## src/rtl/reg_alu_pipe_if.sv

```systemverilog
// Instruction issue, register file and retire signals of reg_alu_pipe.
// Latency: none, wires only.
// Backpressure: in_ready carries the pipeline stall back to the issuer.
interface reg_alu_pipe_if;
   logic        in_valid;
   logic        in_ready;
   logic [3:0]  in_op;
   logic [7:0]  in_rd;
   logic [7:0]  in_rs1;
   logic [7:0]  in_rs2;
   logic [31:0] in_imm;
   logic        stall;
   logic [7:0]  addr_a;
   logic [7:0]  addr_b;
   logic [31:0] data_a;
   logic [31:0] data_b;
   logic        we;
   logic [7:0]  addr_wr;
   logic [31:0] data_in;
   logic        retire_valid;
   logic [7:0]  retire_rd;
   logic [31:0] retire_data;
   logic [31:0] retired_count;

   // Issuer / register file side.
   modport master (
      output in_valid, in_op, in_rd, in_rs1, in_rs2, in_imm, stall, data_a, data_b,
      input  in_ready, addr_a, addr_b, we, addr_wr, data_in,
             retire_valid, retire_rd, retire_data, retired_count
   );

   // Pipeline side.
   modport slave (
      input  in_valid, in_op, in_rd, in_rs1, in_rs2, in_imm, stall, data_a, data_b,
      output in_ready, addr_a, addr_b, we, addr_wr, data_in,
             retire_valid, retire_rd, retire_data, retired_count
   );
endinterface

```

## src/rtl/reg_alu_pipe.sv

```systemverilog
// Issue/execute/writeback ALU pipeline with S2/S3 forwarding in front of a 2R1W register file.
// Latency: register file written two edges after the instruction is accepted.
// Backpressure: stall freezes S1/S2, drops in_ready, blocks writes and re-reads S1 sources.
module reg_alu_pipe (
   input logic           clk,
   input logic           rst_n,
   reg_alu_pipe_if.slave bus
);
   typedef struct packed {
      logic        valid;
      logic [3:0]  op;
      logic [7:0]  rd;
      logic [7:0]  rs1;
      logic [7:0]  rs2;
      logic [31:0] imm;
   } exe_t;

   typedef struct packed {
      logic        valid;
      logic [7:0]  rd;
      logic [31:0] result;
   } wb_t;

   exe_t        s1;
   wb_t         s2;
   wb_t         s3;
   logic [31:0] count;
   logic [31:0] opa;
   logic [31:0] opb;
   logic [31:0] alu_res;

   assign bus.in_ready = !bus.stall;

   // While stalled the register file must keep returning the held S1 sources.
   assign bus.addr_a = bus.stall ? s1.rs1 : bus.in_rs1;
   assign bus.addr_b = bus.stall ? s1.rs2 : bus.in_rs2;

   // Operand A: r0, then youngest in-flight result, then last committed write, then register file.
   always_comb begin
      if (s1.rs1 == 8'd0)                         opa = 32'd0;
      else if (s2.valid && (s2.rd == s1.rs1))     opa = s2.result;
      else if (s3.valid && (s3.rd == s1.rs1))     opa = s3.result;
      else                                        opa = bus.data_a;
   end

   // Operand B: same priority as A on the second source.
   always_comb begin
      if (s1.rs2 == 8'd0)                         opb = 32'd0;
      else if (s2.valid && (s2.rd == s1.rs2))     opb = s2.result;
      else if (s3.valid && (s3.rd == s1.rs2))     opb = s3.result;
      else                                        opb = bus.data_b;
   end

   // ALU; opcodes 12-15 produce nothing and are filtered out of S2.valid.
   always_comb begin
      alu_res = 32'd0;
      case (s1.op)
         4'd0:    alu_res = opa + opb;
         4'd1:    alu_res = opa - opb;
         4'd2:    alu_res = opa & opb;
         4'd3:    alu_res = opa | opb;
         4'd4:    alu_res = opa ^ opb;
         4'd5:    alu_res = opa << opb[4:0];
         4'd6:    alu_res = opa >> opb[4:0];
         4'd7:    alu_res = $unsigned($signed(opa) >>> opb[4:0]);
         4'd8:    alu_res = {31'd0, ($signed(opa) < $signed(opb))};
         4'd9:    alu_res = {31'd0, (opa < opb)};
         4'd10:   alu_res = opa + s1.imm;
         4'd11:   alu_res = s1.imm;
         default: alu_res = 32'd0;
      endcase
   end

   // Stage advance; a stall holds S1/S2 and invalidates S3 since the re-read sees committed data.
   always_ff @(posedge clk) begin
      if (!rst_n) begin
         s1    <= '0;
         s2    <= '0;
         s3    <= '0;
         count <= 32'd0;
      end else if (bus.stall) begin
         s3.valid <= 1'b0;
      end else begin
         s1.valid  <= bus.in_valid;
         s1.op     <= bus.in_op;
         s1.rd     <= bus.in_rd;
         s1.rs1    <= bus.in_rs1;
         s1.rs2    <= bus.in_rs2;
         s1.imm    <= bus.in_imm;
         s2.valid  <= s1.valid && (s1.op < 4'd12);
         s2.rd     <= s1.rd;
         s2.result <= alu_res;
         s3        <= s2;
         if (s2.valid) begin
            count <= count + 32'd1;
         end
      end
   end

   // Reset gates the write combinationally so a pending S2 write is dropped at the reset edge.
   assign bus.we            = rst_n && s2.valid && (s2.rd != 8'd0) && !bus.stall;
   assign bus.addr_wr       = s2.rd;
   assign bus.data_in       = s2.result;
   assign bus.retire_valid  = rst_n && s2.valid && !bus.stall;
   assign bus.retire_rd     = s2.rd;
   assign bus.retire_data   = s2.result;
   assign bus.retired_count = count;
endmodule

```

## src/flat_wrapper.sv

```systemverilog
// flat-port wrapper written by rule: the top's interface ports become plain ports
module reg_alu_pipe_flat 
  (clk, rst_n, bus_in_valid, bus_in_op, bus_in_rd, bus_in_rs1, bus_in_rs2, bus_in_imm, bus_stall, bus_data_a, bus_data_b, bus_in_ready, bus_addr_a, bus_addr_b, bus_we, bus_addr_wr, bus_data_in, bus_retire_valid, bus_retire_rd, bus_retire_data, bus_retired_count);
  reg_alu_pipe_if bus_i ();
  input logic clk;
  input logic rst_n;
  input wire logic [$bits(bus_i.in_valid)-1:0] bus_in_valid;
  input wire logic [$bits(bus_i.in_op)-1:0] bus_in_op;
  input wire logic [$bits(bus_i.in_rd)-1:0] bus_in_rd;
  input wire logic [$bits(bus_i.in_rs1)-1:0] bus_in_rs1;
  input wire logic [$bits(bus_i.in_rs2)-1:0] bus_in_rs2;
  input wire logic [$bits(bus_i.in_imm)-1:0] bus_in_imm;
  input wire logic [$bits(bus_i.stall)-1:0] bus_stall;
  input wire logic [$bits(bus_i.data_a)-1:0] bus_data_a;
  input wire logic [$bits(bus_i.data_b)-1:0] bus_data_b;
  output wire logic [$bits(bus_i.in_ready)-1:0] bus_in_ready;
  output wire logic [$bits(bus_i.addr_a)-1:0] bus_addr_a;
  output wire logic [$bits(bus_i.addr_b)-1:0] bus_addr_b;
  output wire logic [$bits(bus_i.we)-1:0] bus_we;
  output wire logic [$bits(bus_i.addr_wr)-1:0] bus_addr_wr;
  output wire logic [$bits(bus_i.data_in)-1:0] bus_data_in;
  output wire logic [$bits(bus_i.retire_valid)-1:0] bus_retire_valid;
  output wire logic [$bits(bus_i.retire_rd)-1:0] bus_retire_rd;
  output wire logic [$bits(bus_i.retire_data)-1:0] bus_retire_data;
  output wire logic [$bits(bus_i.retired_count)-1:0] bus_retired_count;
  assign bus_i.in_valid = bus_in_valid;
  assign bus_i.in_op = bus_in_op;
  assign bus_i.in_rd = bus_in_rd;
  assign bus_i.in_rs1 = bus_in_rs1;
  assign bus_i.in_rs2 = bus_in_rs2;
  assign bus_i.in_imm = bus_in_imm;
  assign bus_i.stall = bus_stall;
  assign bus_i.data_a = bus_data_a;
  assign bus_i.data_b = bus_data_b;
  assign bus_in_ready = bus_i.in_ready;
  assign bus_addr_a = bus_i.addr_a;
  assign bus_addr_b = bus_i.addr_b;
  assign bus_we = bus_i.we;
  assign bus_addr_wr = bus_i.addr_wr;
  assign bus_data_in = bus_i.data_in;
  assign bus_retire_valid = bus_i.retire_valid;
  assign bus_retire_rd = bus_i.retire_rd;
  assign bus_retire_data = bus_i.retire_data;
  assign bus_retired_count = bus_i.retired_count;
  reg_alu_pipe u_core (.clk(clk), .rst_n(rst_n), .bus(bus_i));
endmodule
```

## config.mk

```make
export PLATFORM = sky130hd
export DESIGN_NAME = reg_alu_pipe_flat
export DESIGN_NICKNAME = d
export VERILOG_FILES = /design/src/rtl/reg_alu_pipe_if.sv /design/src/rtl/reg_alu_pipe.sv /design/src/flat_wrapper.sv
export SDC_FILE = /design/constraint.sdc
export NUM_CORES = 1
export LEC_CHECK = 0
export CAP_MARGIN = 20
export CELL_PAD_IN_SITES_DETAIL_PLACEMENT = 1
export CELL_PAD_IN_SITES_GLOBAL_PLACEMENT = 1
export CORE_UTILIZATION = 38
export CTS_CLUSTER_SIZE = 10
export DETAILED_ROUTE_END_ITERATION = 7
export PLACE_DENSITY = 0.83
export SYNTH_ARGS = -nofsm -noshare
export SYNTH_HDL_FRONTEND = slang
export SYNTH_SLANG_ARGS = --single-unit
```

## constraint.sdc

```tcl
create_clock -name clk -period 4.5 [get_ports clk]
set_input_delay 0.45 -clock clk [delete_from_list [all_inputs] [get_ports clk]]
set_output_delay 0.45 -clock clk [all_outputs]
set_load 0.02 [all_outputs]
```

# Word level (Yosys, flattened, before mapping)
# Cells that the tools add are included.
word_totals:
  register_bits: 175
  in_bits: 128
  output_inout_bits: 131
  word_cells: 68
classes:
  n_addsub: 4
  n_lt_le_gt_ge: 3
  n_eq_ne: 15
  n_shift: 3
  n_mux: 9
  bitwise_logic: 5
  reduce_logical: 16
op_table:
  columns: ["operator", "count"]
  rows:
  - ["32-bit one-hot mux with 12 select lines", 1]
  - ["32-bit 2-to-1 mux", 6]
  - ["32-bit adder", 2]
  - ["32-bit less-than comparator", 2]
  - ["32-bit by 1-bit adder with 32-bit output (second input constant)", 1]
  - ["32-bit bitwise AND", 1]
  - ["8-bit == test", 4]
  - ["32-bit bitwise OR", 1]
  - ["32-bit by 5-bit << shifter with 32-bit output", 1]
  - ["32-bit by 5-bit >> shifter with 32-bit output", 1]
  - ["32-bit by 5-bit >>> shifter with 32-bit output", 1]
  - ["32-bit subtractor", 1]
  - ["32-bit bitwise XOR", 1]
  - ["4-bit by 3-bit == test with 1-bit output (second input constant)", 4]
  - ["4-bit == test (second input constant)", 4]
  - ["8-bit zero test", 2]
  - ["8-bit 2-to-1 mux", 2]
  - ["1-bit logical AND", 9]
  - ["4-bit by 2-bit == test with 1-bit output (second input constant)", 2]
  - ["8-bit nonzero test", 1]
  - ["4-bit by 1-bit == test with 1-bit output (second input constant)", 1]
  - ["4-bit zero test", 1]
  - ["4-bit less-than comparator (second input constant)", 1]
  - ["1-bit NOT", 2]
  - ["3 further kinds", 3]

# Longest topological paths before layout
depth:
  ltp_word: 7
  depth_mapped: 24

# Worst setup path before layout
# Ideal clock, no wire load.
synth_path:
  kind: "register to register"
  startpoint: "register u_core.s2 (netlist bit u_core.bus.addr_wr[5])"
  endpoint: "register u_core.s2 (netlist bit u_core.bus.data_in[30])"
  setup_time_ns: 0.081
  t_arrival_ns: 4.705
  t_required_ns: 4.419
  setup_slack_ns: -0.286
  stages_incl_launch_ff: 21
  path_buffers: 5
  path_cell_list: "dfxtp_1 > xnor2_1 > nand3_1 > or3_1 > buf_2 > clkbuf_1 > a311o_1 > buf_2 > buf_2 > clkbuf_1 > ha_1 > a21boi_0 > o21a_1 > o211a_1 > o2111ai_1 > a21oi_1 > o41ai_2 > a211o_1 > nand2_1 > mux2_2 > a41oi_1"
synth_via:
  elab_chain_cells: 6
  word_cells_on_any_way: 18
  classes_between: "add/sub (3); eq/ne (2); shift (3); mux (5); bitwise (3); reduce/logical (2)"
synth_lines:
  columns: ["element", "line_no", "text"]
  rows:
  - ["start, declared", "reg_alu_pipe.sv:25", "wb_t s2;"]
  - ["8-bit == test (on tied branches)", "reg_alu_pipe.sv:41, reg_alu_pipe.sv:49", null]
  - ["1-bit logical AND (on tied branches)", "reg_alu_pipe.sv:41, reg_alu_pipe.sv:49", null]
  - ["32-bit 2-to-1 mux (on tied branches)", "reg_alu_pipe.sv:41, reg_alu_pipe.sv:49", null]
  - ["32-bit 2-to-1 mux (on tied branches)", "reg_alu_pipe.sv:40, reg_alu_pipe.sv:48", null]
  - ["32-bit adder, or another cell as far along", "reg_alu_pipe.sv:68", "4'd10: alu_res = opa + s1.imm;"]
  - ["32-bit one-hot mux with 12 select lines *", "reg_alu_pipe.sv:57", "case (s1.op)"]
# Every way passes the cells marked *; elsewhere a longest branch is shown, timed or not.
# A chain may end at the register's enable or synchronous reset.

# Final worst setup path
layout_path:
  startpoint: "register u_core.s1[37] in the netlist's numbering"
  endpoint: "register u_core.s2 (netlist bit u_core.bus.data_in[30])"
layout_via:
  elab_chain_cells: 7
  word_cells_on_any_way: 17
  classes_between: "add/sub (2); eq/ne (2); shift (3); mux (4); bitwise (3); reduce/logical (3)"
layout_lines:
  columns: ["element", "line_no", "text"]
  rows:
  - ["start, declared", "reg_alu_pipe.sv:24", "exe_t s1;"]
  - ["8-bit == test", "reg_alu_pipe.sv:50", "else if (s3.valid && (s3.rd == s1.rs2)) opb = s3.result;"]
  - ["1-bit logical AND", "reg_alu_pipe.sv:50", null]
  - ["32-bit 2-to-1 mux", "reg_alu_pipe.sv:50", null]
  - ["32-bit 2-to-1 mux", "reg_alu_pipe.sv:49", "else if (s2.valid && (s2.rd == s1.rs2)) opb = s2.result;"]
  - ["32-bit 2-to-1 mux *", "reg_alu_pipe.sv:48", "if (s1.rs2 == 8'd0) opb = 32'd0;"]
  - ["32-bit subtractor, or another cell as far along", "reg_alu_pipe.sv:59", "4'd1: alu_res = opa - opb;"]
  - ["32-bit one-hot mux with 12 select lines *", "reg_alu_pipe.sv:57", null]
# Marks and branches as above.

==> summary by stage <==
Status
The run finished, with violations left. The checks that failed: setup timing.

Global route
Global routing finished with a remaining overflow of 0. The wire length of the first global-routing pass is 174.6 mm. The via count of the first global-routing pass is 24910. The total global-route track usage is roughly half. Entering global routing, the biggest net connects just under 70 pins. The number of antenna violations at the first check in global routing came to 11.

STA
Setup violations remaining at the end of the flow were counted as 24. Setup repair after global routing could not meet its margin everywhere. The shortest clock period the worst path allows after layout is approximately 5000 ps.

The pin slew with the least headroom to its limit is roughly 1200 ps. The final-layout setup total negative slack is -9480 ps. The number of hold violations in the final report is 0. The max-slew violation count is 0. The share of the clock period used by the worst path is 114.0%. The final setup skew is ~26 ps. Static timing analysis puts the maximum clock frequency at approximately 190 MHz. Across all setup checks in the final design, the least slack found is -631.2 ps. The worst slew margin relative to its limit is roughly a fifth.

Die
The height of the chip is 223.1 um. The number of rows created at floorplan is 80. The core region is between 40000 and 50000 um2. The effective utilization at floorplan is roughly two fifths. The total I/O pin count is ~260.

The floorplan die area is approximately 50000 um2. In this run the horizontal extent of the chip is 223.1 um.

Setup path
The worst reg-to-reg path cell count is 21. The arrival time reported for the critical path endpoint is between 5000 and 6000 ps. STA classifies the critical path endpoint as a flop. The critical path required time is 4940 ps. The path type of the worst setup path is flop to flop. The startpoint class of the critical path is a flop. For flop-to-flop paths, the worst setup slack is -630 ps. The startpoint identified for the worst register-to-register timing path is u_core.s1[37]. The destination of the worst register-to-register timing path is u_core.bus.data_in[30]. Of all nets on the critical path, the largest fanout is 15.

Power
The cell leakage power is between 10 and 15 nW. The power consumption is 9.273 mW. The areal power density over the cells is around 330 nW/um2. IR analysis of the VDD net gives a maximum drop of between 0.3 and 0.4 mV.

Finish
The number of nets in the final layout is ~3300. In the layout the commonest cells are buf_4, nor2_1, mux2i_1, clkdlybuf4s50_1, nand2_1. With fillers left out, the area of the finished cells amounts to 28370 um2. The final core utilization is 59.18%. The total area of multi-input combinational cells is 15230 um2.

Leaving out fill and tap cells, the most frequent cell in the layout is buf_4. Fill cells in the final layout number between 5000 and 6000. From synthesis to final layout, the design area changed by 52.70%. In the final layout, flip-flops and latches occupy between 3000 and 4000 um2. The share of final-layout standard cells stronger than drive strength 1 is 31.98%.

Clock tree
Counting along the longest clock path gives a buffer depth of 2. The clock tree from TritonCTS is done. The number of clock sinks is approximately 180. The TritonCTS buffer count is 17. The library cell used as clock root buffer is clkbuf_16.

At the later pin of the worst-skew pair, clock insertion delay measures ~520 ps. Buffers inserted to repair hold after CTS numbered 0. After clock tree synthesis, the clock-pin slew on the worst setup and hold paths is ~80 ps. The number of H-tree levels is 4.

Yosys
Synthesis produced a netlist whose cell count is approximately 2400. The leading register cell type out of synthesis is dfxtp_1. After synthesis, the share of flip-flops with an asynchronous set or reset is 0%. The total nets after synthesis is 2680.

During synthesis, Yosys emitted a total of 0 warnings. The number of different library cells used by synthesis comes to 85. The number of synthesized flops with an enable pin is 0.

Summing every instance area after synthesis gives between 15000 and 20000 um2. A synthesized cell averages about 7.7 um2. The share of the yosys chip area belonging to registers is 18.85%. The number of register bits inferred by synthesis is between 150 and 200.

Detailed routing
The detailed-route via count is roughly 25000. The post-detailed-route count of antenna-violating nets is 0. The number of vias per cell is between 6 and 7.

After detailed routing, the total wire length is about 130 mm. In the final routed layout, each cell accounts on average for ~35 um. The DRC marker count from the first detailed-route iteration is around 3100. For this run, the detailed router's first-pass iteration total came to 8.

The number of design rule violations left after detail routing is 0.

Hold path
The number of cells on the worst hold path is 3. The hold path startpoint is bus_stall. The class of the worst hold path is primary input to flop. The path with the worst hold slack has its endpoint at u_core.s1[57].

Placement
The final weighted congestion in routability-driven placement is between 1 and 1.5. After detailed placement, the total cell area comes to 25080 um2. The count of port buffers added during placement is ~260. The half-perimeter wire length after detailed placement is just over 90 mm.

Flow run
The max-cap violation count is 0.
==> metal layers <==
metal	GRT usage, %	routed length, um	vias up
met5	0	45	-
met2	75.55	56960	1923
met4	25.96	9628	6
li1	-	-	10180
met3	13.50	14920	661
met1	59.47	50100	12390
==> stage by stage <==
step / cells / worst slack (ps) / hold slack, ps
after floorplan: 2421 / -66.88 / 458.8
after CTS: 3675 / -187.2 / 514.7
after global routing: 3720 / -676.5 / 522.0
after detailed placement: 3593 / -693.1 / 499.7
final: 3725 / -631.2 / 489.2
after global placement: 3593 / -541.0 / 468.2
==> synth_stat cells (7+ instances only) <==
master	instances	area share, %
and3_1	14	0.47
a221o_1	10	0.54
nand2b_1	19	0.64
nand2_1	175	3.5
a21o_1	29	1.2
a22o_1	7	0.33
nand4_1	53	1.8
o21a_1	10	0.40
and4_1	8	0.38
o211ai_1	57	2.3
mux2_2	26	1.6
inv_1	83	1.7
a41oi_1	9	0.42
a31oi_1	17	0.57
xor2_1	32	1.5
a211o_1	32	1.5
buf_1	18	0.36
o21ai_1	14	0.38
xnor2_1	65	3.1
o22ai_1	13	0.44
o221ai_1	13	0.61
nor2b_1	16	0.54
a22oi_1	17	0.69
mux2i_1	270	15
a221oi_1	32	1.5
a211oi_1	19	0.77
o2111ai_1	9	0.42
o31ai_1	45	1.8
a21oi_1	114	3.1
dfxtp_1	175	19
buf_4	82	3.3
ha_1	129	8.7
buf_2	32	0.86
or3_1	16	0.54
o21ai_0	132	3.6
nor4_1	17	0.57
a311o_1	8	0.43
and2_1	27	0.91
clkbuf_1	106	2.1
nor2_1	276	5.6
nor3_1	27	0.73
nand3_1	75	2.0
==> state kept, by name (all words and copies together) (netlist names) <==
| signal | flops |
|---|---|
| u_core.bus.retired_count | 32 |
| u_core.s3 | 41 |
| u_core.bus.data_in | 32 |
| u_core.bus.addr_wr | 8 |
| u_core.s1 | 61 |
| u_core.s2 | 1 |
==> cells by family (layout without fill, tap and decap cells) <==
logic type	Yosys count	in the layout	synth area share (%)
compound gates	652	652	24.33
buf+inv	331	1012	8.868
xor+xnor	97	97	4.572
simple gates	739	739	18.36
other cells	0	8	0
flops	175	175	18.85
fa+ha+maj	131	131	8.902
mux	296	296	16.12
==> worst max-delay path: stages, from the launching register on <==
cell and delay [ps]:
dfxtp_2 350, buf_6 130, buf_4 140, or4_4 510, nor2_2 160, buf_12 160
buf_12 110, buf_12 140, buf_4 140, a211o_1 330, inv_1 120, ha_1 440
nand2b_1 130, a21o_1 310, o31a_1 160, inv_1 240, a21oi_4 130, o41ai_4 470
a211o_1 250, nand2_1 90, mux2_2 300, a41oi_2 200
==> how the worst max path moves through the flow <==
| stage | from | endpoint | slack [ps] |
|---|---|---|---|
| floorplan | u_core.bus.addr_wr[6] | u_core.bus.data_in[16] | -70 |
| global placement | u_core.bus.addr_wr[3] | u_core.bus.data_in[13] | -540 |
| detailed placement | u_core.bus.addr_wr[3] | u_core.bus.data_in[24] | -690 |
| CTS | u_core.bus.addr_wr[3] | u_core.bus.data_in[28] | -190 |
| global route | u_core.s3[32] | u_core.bus.data_in[31] | -680 |
| finish | u_core.s1[37] | u_core.bus.data_in[30] | -630 |
==> what timing repair did <==
item / in CTS / in global routing
gates resized for setup: 222 / 202
cloned: 1 / 1
setup endpoints to repair: 28 / 29
buffers inserted: 51 / 48
endpoints found under the hold margin: 0 / 0
pin swaps: 115 / 125
==> power breakdown <==
group,total (mW),switching [mW],internal (mW)
Clock,1.72,0.889,0.827
Sequential,1.85,0.208,1.64
Combinational,5.71,3.28,2.43
==> final cells by class <==
type	instances	area share [%]
multi-input combinational	1915	53.68
timing repair buffer	891	27.63
sequential	175	12.50
tap	615	2.712
clock buffer	18	1.587
inverter	89	1.239
clock inverter	14	0.5821
antenna	8	0.07055
(Power assumes the default switching activity.)
